`config.mk`:
```
export PLATFORM = sky130hd
export DESIGN_NAME = vec_strided_mem_master
export DESIGN_NICKNAME = d
export VERILOG_FILES = /design/src/rtl/vec_lsu_pkg.sv /design/src/rtl/vec_lane_align.sv /design/src/rtl/vec_strided_mem_master.sv
export SDC_FILE = /design/constraint.sdc
export NUM_CORES = 1
export LEC_CHECK = 0
export CAP_MARGIN = 20
export CORE_MARGIN = 2
export CORE_UTILIZATION = 40
export DETAILED_ROUTE_END_ITERATION = 8
export GPL_TIMING_DRIVEN = 0
export PLACE_DENSITY = 0.73
export SYNTH_ARGS = -nofsm -noshare
export SYNTH_HDL_FRONTEND = slang
export SYNTH_SLANG_ARGS = --single-unit
export TNS_END_PERCENT = 30
```
`constraint.sdc`:
```
create_clock -name clk -period 2.67 [get_ports clk]
set_input_delay 0.534 -clock clk [delete_from_list [all_inputs] [get_ports clk]]
set_output_delay 0.534 -clock clk [all_outputs]
set_load 0.1 [all_outputs]
```
`src/rtl/vec_lsu_pkg.sv`:
```
// Shared definitions for the strided vector load/store master.
//   sew_e    : element-width encodings carried on vsew
//   state_e  : command sequencer states
//   WSTRB_*  : unshifted byte-enable masks per element width
//   misaligned() : element alignment rule applied before each request
package vec_lsu_pkg;

  typedef enum logic [2:0] {
    SEW_8  = 3'b000,
    SEW_16 = 3'b001,
    SEW_32 = 3'b010
  } sew_e;

  typedef enum logic [1:0] {
    IDLE  = 2'd0,
    CHECK = 2'd1,
    XFER  = 2'd2,
    FIN   = 2'd3
  } state_e;

  localparam logic [3:0] WSTRB_B = 4'b0001;
  localparam logic [3:0] WSTRB_H = 4'b0011;
  localparam logic [3:0] WSTRB_W = 4'b1111;

  function automatic logic misaligned(input logic [2:0] sew, input logic [1:0] off);
    logic m;
    m = 1'b0;
    case (sew)
      SEW_16:  m = off[0];
      SEW_32:  m = (off != 2'b00);
      default: m = 1'b0;
    endcase
    return m;
  endfunction

endpackage

```
`src/rtl/vec_lane_align.sv`:
```
// Combinational byte-lane steering for one element.
//   vsew  : element width encoding
//   off   : byte offset of the element inside its 32-bit word
//   rdata : memory read word; elem is the selected lane, zero-extended
//   wsrc  : element to store (SEW bits in the LSBs); wdata is it replicated
//           across all lanes, wstrb enables only the element's bytes
module vec_lane_align
  import vec_lsu_pkg::*;
(
  input  logic [2:0]  vsew,
  input  logic [1:0]  off,
  input  logic [31:0] rdata,
  input  logic [31:0] wsrc,
  output logic [31:0] elem,
  output logic [31:0] wdata,
  output logic [3:0]  wstrb
);

  logic [31:0] shifted;

  always_comb begin
    shifted = rdata >> {off, 3'b000};
    elem    = '0;
    wdata   = '0;
    wstrb   = '0;
    case (vsew)
      SEW_8: begin
        elem  = {24'h0, shifted[7:0]};
        wdata = {4{wsrc[7:0]}};
        wstrb = WSTRB_B << off;
      end
      SEW_16: begin
        elem  = {16'h0, shifted[15:0]};
        wdata = {2{wsrc[15:0]}};
        wstrb = WSTRB_H << off;
      end
      SEW_32: begin
        elem  = shifted;
        wdata = wsrc;
        wstrb = WSTRB_W;
      end
      default: begin
        elem  = '0;
        wdata = '0;
        wstrb = '0;
      end
    endcase
  end

endmodule

```
`src/rtl/vec_strided_mem_master.sv`:
```
// Strided vector load/store master: walks vl elements at base + i*stride,
// one single-beat memory request per element.
//   start/op_store/base/stride/vl/vsew : command, latched when idle
//   busy/done/err                      : command status
//   mem_*                              : valid/ready memory port (word addressed)
//   vrf_rd_idx/vrf_rd_data             : store element source
//   elem_we/elem_idx/elem_data         : loaded element sink
module vec_strided_mem_master
  import vec_lsu_pkg::*;
#(
  parameter int unsigned VL_W   = 9,
  parameter int unsigned ADDR_W = 32
) (
  input  logic              clk,
  input  logic              resetn,
  input  logic              start,
  input  logic              op_store,
  input  logic [ADDR_W-1:0] base,
  input  logic [31:0]       stride,
  input  logic [VL_W-1:0]   vl,
  input  logic [2:0]        vsew,
  output logic              busy,
  output logic              done,
  output logic              err,
  output logic              mem_valid,
  input  logic              mem_ready,
  output logic [ADDR_W-1:0] mem_addr,
  output logic [31:0]       mem_wdata,
  output logic [3:0]        mem_wstrb,
  input  logic [31:0]       mem_rdata,
  output logic [VL_W-1:0]   vrf_rd_idx,
  input  logic [31:0]       vrf_rd_data,
  output logic              elem_we,
  output logic [VL_W-1:0]   elem_idx,
  output logic [31:0]       elem_data
);

  state_e            state, state_nx;
  logic              op_store_q;
  logic [ADDR_W-1:0] addr_q;
  logic [31:0]       stride_q;
  logic [VL_W-1:0]   vl_q, idx_q;
  logic [2:0]        vsew_q;
  logic              err_q;
  logic              elem_we_q;
  logic [VL_W-1:0]   elem_idx_q;
  logic [31:0]       elem_data_q;

  logic [ADDR_W-1:0] stride_ext;
  logic              misal, accept, last;
  logic [31:0]       lane_elem, lane_wdata;
  logic [3:0]        lane_wstrb;

  // Signed cast so negative strides sign-extend and the sum wraps mod 2^ADDR_W.
  assign stride_ext = ADDR_W'($signed(stride_q));
  assign misal      = misaligned(vsew_q, addr_q[1:0]);
  assign accept     = (state == XFER) && !misal && mem_ready;
  assign last       = (idx_q == vl_q - VL_W'(1));

  vec_lane_align u_lane (
    .vsew  (vsew_q),
    .off   (addr_q[1:0]),
    .rdata (mem_rdata),
    .wsrc  (vrf_rd_data),
    .elem  (lane_elem),
    .wdata (lane_wdata),
    .wstrb (lane_wstrb)
  );

  always_ff @(posedge clk or negedge resetn) begin
    if (!resetn) state <= IDLE;
    else         state <= state_nx;
  end

  always_comb begin
    state_nx = state;
    case (state)
      IDLE:    if (start) state_nx = CHECK;
      CHECK:   if ((vsew_q > SEW_32) || (vl_q == '0)) state_nx = FIN;
               else                                   state_nx = XFER;
      XFER:    if (misal || (mem_ready && last)) state_nx = FIN;
      FIN:     state_nx = IDLE;
      default: state_nx = IDLE;
    endcase
  end

  always_ff @(posedge clk or negedge resetn) begin
    if (!resetn) begin
      op_store_q  <= 1'b0;
      addr_q      <= '0;
      stride_q    <= '0;
      vl_q        <= '0;
      idx_q       <= '0;
      vsew_q      <= '0;
      err_q       <= 1'b0;
      elem_we_q   <= 1'b0;
      elem_idx_q  <= '0;
      elem_data_q <= '0;
    end else begin
      elem_we_q <= accept && !op_store_q;
      if (state == IDLE && start) begin
        op_store_q <= op_store;
        addr_q     <= base;
        stride_q   <= stride;
        vl_q       <= vl;
        vsew_q     <= vsew;
        idx_q      <= '0;
        err_q      <= 1'b0;
      end
      if (state == CHECK && vsew_q > SEW_32) err_q <= 1'b1;
      if (state == XFER && misal)            err_q <= 1'b1;
      if (accept) begin
        addr_q <= addr_q + stride_ext;
        idx_q  <= idx_q + VL_W'(1);
        if (!op_store_q) begin
          elem_idx_q  <= idx_q;
          elem_data_q <= lane_elem;
        end
      end
    end
  end

  always_comb begin
    busy       = (state != IDLE);
    done       = (state == FIN);
    err        = (state == FIN) && err_q;
    mem_valid  = (state == XFER) && !misal;
    mem_addr   = '0;
    mem_wdata  = '0;
    mem_wstrb  = '0;
    vrf_rd_idx = '0;
    if (state == XFER) begin
      mem_addr = {addr_q[ADDR_W-1:2], 2'b00};
      if (op_store_q) begin
        vrf_rd_idx = idx_q;
        mem_wdata  = lane_wdata;
        mem_wstrb  = lane_wstrb;
      end
    end
  end

  assign elem_we   = elem_we_q;
  assign elem_idx  = elem_idx_q;
  assign elem_data = elem_data_q;

endmodule

```
==> results.sh, run 1 <==
export IMPL_outcome="finished with violations"
export IMPL_violations="negative setup slack"
export IMPL_netlist_area_sq_um=8670
export IMPL_slowest_stage="dfrtp_2"
export IMPL_grt_ovfl_total=0
export IMPL_fin_skew_ps=10.35
export IMPL_synth_top_family_by_area="compound AO/OA/AOI/OAI gates"
export IMPL_cts_tree="built"
export IMPL_finalSetupViolations=1
export IMPL_clock_latency_ps=420
export IMPL_initial_core_util_pct=40.98
export IMPL_p_leak_nw=5.863
export IMPL_setup_ws_ps=-23.07
export IMPL_die_h_um=151.2
export IMPL_yosysMostFrequentCell="dfrtp_1"
export IMPL_fp_dieW_um=151.2
export IMPL_place_gp_congestion=0.8952
export IMPL_cp_required_ps=2140
export IMPL_grt_pass1_wl_um=44850
export IMPL_cp_cell_sequence="buf_4, clkbuf_2, buf_4, or3_1, a21oi_2, buf_8"
export IMPL_rsz0062_at_grt="yes"
export IMPL_total_power_mw=18.47
export IMPL_numPortBuffers=265
export IMPL_synthAdderAreaFrac_pct=5.715
export IMPL_crit_path_start="addr_q[0]$_DFFE_PN0P_"
export IMPL_drt_total_wl_um=29320
export IMPL_synth_edf_count=0
export IMPL_crit_type="reg2out"
export IMPL_utilization_pct=59.41
export IMPL_cts_sinks=131
export IMPL_hp_class="in2async"
export IMPL_drt_pass1_iterations=5
export IMPL_postSynth_asyncResetShare_pct=100.0
export IMPL_io_pins=268
export IMPL_netlist_top_cells_area="dfrtp_1, mux2_2, ha_1"
export IMPL_muxShareOfSynthArea_pct=11.63
export IMPL_max_vdd_ir_drop_uv=939.5
export IMPL_r2r_start="addr_q[1]$_DFFE_PN0P_"
export IMPL_worstMarginPinSlew_ps=1021
export IMPL_yosysUniqueCellTypes=59
export IMPL_post_route_period_util_pct=100.9
export IMPL_drt_iter0_markers=495
export IMPL_drc=0
export IMPL_diodes=0
export IMPL_area_delta_synth_final_pct=44.97
export IMPL_finalCriticalPeriod_ps=2693
export IMPL_cp_end_kind="primary output"
export IMPL_antenna_found_initial=1
export IMPL_wire_per_inst_um=18.82
export IMPL_dp_slack_ps=-1247
export IMPL_ys_top_cells_by_count="dfrtp_1, nand2_1, a21oi_1"
export IMPL_synth_simple_gate_area_share_pct=17.90
export IMPL_avgSynthCellArea_sq_um=8.965
export IMPL_grt_max_degree=81
export IMPL_tns_ps=-23.07
export IMPL_cts_root_buf="clkbuf_16"
export IMPL_yosysWarnings=0
export IMPL_startpoint_type="flip-flop"
export IMPL_synth_top_cell_by_area="dfrtp_1"
export IMPL_cts_htree_levels=4
export IMPL_clk_pin_slew_ps=60
export IMPL_row_count=53
export IMPL_yosysSeqAreaShare_pct=37.81
export IMPL_path_max_fanout=10
export IMPL_synth_main_ff_cell="dfrtp_1"
export IMPL_max_freq_mhz=371.3
export IMPL_die_area_sq_um=22870
export IMPL_syn_inst=967
export IMPL_layout_nets=1454
export IMPL_cts_buffers=17
export IMPL_nFillCells=1863
export IMPL_grt_util_all_layers_pct=25.25
export IMPL_core_sq_um=21150
export IMPL_maxCapViolCount=0
export IMPL_synth_compound_area_share_pct=19.64
export IMPL_dr_total_vias=8609
export IMPL_power_density_nw_per_um2=1470
export IMPL_whs_ps=60.67
export IMPL_drv_slew=0
export IMPL_cpPeakStageDelay_ps=420
export IMPL_synthXorXnorAreaFrac_pct=3.637
export IMPL_cp_data_arrival_time_ps=2160
export IMPL_slew_headroom_pct=31.74
export IMPL_ys_ff_latch=131
export IMPL_dp_hpwl_um=21860
export IMPL_drtAntennaViolNets=0
export IMPL_vias_per_cell=5.526
export IMPL_crit_top_cell="buf_4"
export IMPL_netlist_area_leader_share_pct=37.81
export IMPL_drive_gt1_share_pct=21.12
export IMPL_grt_pass1_vias=8390
export IMPL_finalHoldViolations=0
export IMPL_cts_buffer_depth=2
critical path, delay by kind of cell, from the launching register on:
family | cells | cell delay (ps)
buf+inv | 4 | 820
flops | 1 | 420
simple gates | 1 | 340
compound gates | 1 | 170
power breakdown:
group / switching [mW] / total (mW) / internal (mW)
sequential: 0.690 / 3.52 / 2.83
clock: 0.968 / 2.50 / 1.53
combinational: 8.09 / 12.5 / 4.37
per-layer routing:
metal  global-route usage [%]  part of all wire (%)  up-vias
met5                        0                 0.044        -
met4                    6.916                   2.0        2
met3                    4.910                   6.1       51
met2                    42.62                    49      363
met1                    33.05                    43     4135
li1                         -                     -     4058
repair_timing:
action                                  CTS  global route
endpoints found under the setup margin  103           110
setup buffers                             0            18
gates cloned                              1             0
hold buffers                              0             0
gates resized for setup                 494            53
pin swaps                                 3            18
cell type report:
cell class / instances / area (sq um) / area share (%)
tap: 275 / 344.1 / 2.738
inverter: 16 / 67.56 / 0.5376
multi-input combinational: 762 / 5319 / 42.32
sequential: 131 / 3283 / 26.12
buffer: 57 / 292.8 / 2.330
timing repair buffer: 285 / 2639 / 21.00
clock inverter: 13 / 170.2 / 1.354
clock buffer: 19 / 452.9 / 3.604
path summary, 6_finish.rpt:
path	to	slack, ps	cells past startpoint
setup / recovery	mem_wstrb[0]	-20	6
hold / removal	elem_data[24]$_DFFE_PN0P_	60	1
setup reg to reg	addr_q[22]$_DFFE_PN0P_	10	11
hold reg to reg	elem_data[31]$_DFFE_PN0P_	460	2
max in group asynchronous	addr_q[13]$_DFFE_PN0P_	1800	2
min in group clk	elem_data[31]$_DFFE_PN0P_	460	2
kinds of logic after synthesis:
| group | after synthesis |
|---|---|
| buffers and inverters | 76 |
| adders and majority gates | 39 |
| muxes | 94 |
| other | 1 |
| and+or+nand+nor | 327 |
| DFF | 131 |
| xor gates and xnor gates | 36 |
| AOI/OAI and AO/OA | 263 |
layout by cell type, fill, tap and decap left out, drive strengths merged, types with 10 or more instances in the layout:
cell | Yosys | final
clkdlybuf4s50 | 0 | 185
dfrtp | 131 | 131
buf | 26 | 120
nand2 | 114 | 114
a21oi | 80 | 81
nor2 | 75 | 75
o21ai | 57 | 57
mux2 | 54 | 54
clkbuf | 34 | 53
and2 | 43 | 43
mux2i | 40 | 40
ha | 38 | 38
a21o | 33 | 33
o31ai | 24 | 24
nand3 | 23 | 23
nor2b | 21 | 21
xor2 | 19 | 19
and3 | 18 | 18
inv | 14 | 18
xnor2 | 17 | 17
a211oi | 16 | 16
nand4 | 10 | 10
through the flow:
stage / std cells / area [sq um]
3_5_place_dp: 1509 / 11710
6_report: 1558 / 12570
5_1_grt: 1558 / 12570
4_1_cts: 1542 / 12260
3_3_place_gp: 1508 / 11680
2_1_floorplan: 968 / 8681
registers in the layout (all words and copies together), names as in the netlist:
register and count:
state 2, stride_ext 32, elem_data 32, err_q 1, vsew_q 3, elem_we 1
addr_q 32, vl_q 9, elem_idx 9, op_store_q 1, idx_q 9
No activity file was read; power rests on OpenSTA's default activity.
==> run 2: changes to the inputs <==
Settings changed: CTS_BUF_LIST set to sky130_fd_sc_hd__clkbuf_4.
==> results.sh, run 2 (synthesis results as in run 1) <==
export IMPL_setup_ws_ps=-48.62
export IMPL_rsz0062_at_grt="yes"
export IMPL_p_leak_nw=6.433
export IMPL_seq_power_share_pct=19.4
export IMPL_swShare_pct=54.38
export IMPL_max_vdd_ir_drop_uv=989.4
export IMPL_total_power_mw=17.97
export IMPL_drtAntennaViolNets=0
export IMPL_p_int_mw=8.199
export IMPL_crit_path_start="addr_q[0]$_DFFE_PN0P_"
export IMPL_grt_pass1_vias=8388
export IMPL_cts_tree="built"
export IMPL_fp_dieW_um=151.2
export IMPL_dp_hpwl_um=21860
export IMPL_grt_ovfl_total=0
export IMPL_area_delta_synth_final_pct=49.13
export IMPL_core_sq_um=21150
export IMPL_cts_buffers=17
export IMPL_grt_util_all_layers_pct=25.08
export IMPL_layout_nets=1463
export IMPL_final_cell_mix="clkdlybuf4s50_1, dfrtp_1, nand2_1, a21oi_1, nor2_1"
export IMPL_violations="negative setup slack"
export IMPL_clk_pin_slew_ps=140
export IMPL_drt_pass1_iterations=5
export IMPL_cp_required_ps=2140
export IMPL_die_h_um=151.2
export IMPL_cp_data_arrival_time_ps=2180
export IMPL_cp_end_kind="primary output"
export IMPL_drt_iter0_markers=525
export IMPL_dp_slack_ps=-1247
export IMPL_row_count=53
export IMPL_cts_sinks=131
export IMPL_cts_buffer_depth=2
export IMPL_vias_per_cell=5.506
export IMPL_r2r_start="addr_q[3]$_DFFE_PN0P_"
export IMPL_hp_class="reg2reg"
export IMPL_drt_total_wl_um=29760
export IMPL_crit_type="reg2out"
export IMPL_maxCapViolCount=0
export IMPL_utilization_pct=61.12
export IMPL_max_freq_mhz=367.8
export IMPL_cts_root_buf="clkbuf_4"
export IMPL_path_max_fanout=10
export IMPL_initial_core_util_pct=40.98
export IMPL_clock_latency_ps=550
export IMPL_finalHoldViolations=0
export IMPL_finalCriticalPeriod_ps=2719
export IMPL_post_route_period_util_pct=101.8
export IMPL_p_switching_mw=9.775
export IMPL_comb_power_share_pct=72.2
export IMPL_startpoint_type="flip-flop"
export IMPL_wire_per_inst_um=18.98
export IMPL_drc=0
export IMPL_worstMarginPinSlew_ps=1026
export IMPL_cts_htree_levels=4
export IMPL_grt_pass1_wl_um=44590
export IMPL_place_gp_congestion=0.8952
export IMPL_fin_skew_ps=21.28
export IMPL_p_clk_share_pct=8.4
export IMPL_drive_gt1_share_pct=23.92
export IMPL_numPortBuffers=265
export IMPL_outcome="finished with violations"
export IMPL_hold_path_startpoint="elem_data[31]$_DFFE_PN0P_"
export IMPL_power_density_nw_per_um2=1390
export IMPL_die_area_sq_um=22870
export IMPL_slew_headroom_pct=31.50
export IMPL_dr_total_vias=8634
export IMPL_drv_slew=0
export IMPL_antenna_found_initial=1
export IMPL_grt_max_degree=81
export IMPL_finalSetupViolations=3
export IMPL_final_common_cell="clkdlybuf4s50_1"
export IMPL_io_pins=268
-- run 2: cell count changes in the layout (fill, tap and decap cells not counted), moves of 12 or more --
cell             before  now
buf_12                0   15
buf_2                34   16
buf_4                70   52
buf_6                10   40
clkbuf_16            17    2
clkbuf_4              6   18
clkdlybuf4s50_1     185  152
dlymetal6s2s_1        0   32
-- run 2: final cells by class --
class                   instances  area, sq um
multi-input cells             763         5433
well taps                     275        344.1
inverters                      16        67.56
plain buffers                  56        337.8
flip-flops and latches        131         3283
fillers                      1799         8225
clock buffers                  17        127.6
repair buffers                294         3156
clock inverters                15        177.7
diodes                          1        2.502
-- run 2: power groups by stage --
stage | Clock [mW] | Combinational, mW | Sequential [mW]
3_5_place_dp | 0 | 11.5 | 3.52
4_1_cts | 1.53 | 11.9 | 3.50
2_1_floorplan | 0 | 7.57 | 4.62
3_3_place_gp | 0 | 11.4 | 3.49
6_report | 1.51 | 13.0 | 3.49
5_1_grt | 1.63 | 13.9 | 3.59
-- run 2: worst max-delay path, stage by stage (launching register included) --
cell,delay [ps]
dfrtp_2,440
buf_4,170
clkbuf_8,170
buf_6,150
or3_1,330
a21oi_2,180
buf_12,200
-- run 2: final timing paths --
| check | to | slack (ps) | cells after the start |
|---|---|---|---|
| setup / recovery | mem_wstrb[0] | -50 | 6 |
| hold / removal | elem_data[31]$_DFFE_PN0P_ | 470 | 2 |
| setup reg to reg | addr_q[22]$_DFFE_PN0P_ | -10 | 9 |
| hold reg to reg | elem_data[31]$_DFFE_PN0P_ | 470 | 2 |
| max in group asynchronous | addr_q[13]$_DFFE_PN0P_ | 1380 | 3 |
| min in group asynchronous | elem_data[24]$_DFFE_PN0P_ | 480 | 2 |
-- run 2: routing by layer --
metal  GRT usage [%]  part of all wire [%]
met2           41.95                    49
met5               0                     0
met3           4.548                   6.5
met1           33.17                    43
met4           7.383                   2.2
-- run 2: what timing repair did --
action                                  CTS  global route
resized for setup                       577           143
endpoints found under the setup margin  103           101
hold endpoints to repair                 51             0
cloned                                    1             3
buffers inserted                          4            20
hold buffers                              1             0
pin swaps                                 6            22
-- run 2: through the flow --
| stage | instances | hold WS, ps | TNS (ps) | cell area, sq um |
|---|---|---|---|---|
| final | 1568 | 474.7 | -73.88 | 12930 |
| after floorplan | 968 | 238.4 | -12380 | 8681 |
| after global placement | 1508 | 450.7 | -624600 | 11680 |
| after CTS | 1547 | 473.5 | -704.2 | 12260 |
| after detailed placement | 1509 | 455.7 | -59950 | 11710 |
| after global routing | 1568 | 468.8 | -1691 | 12930 |
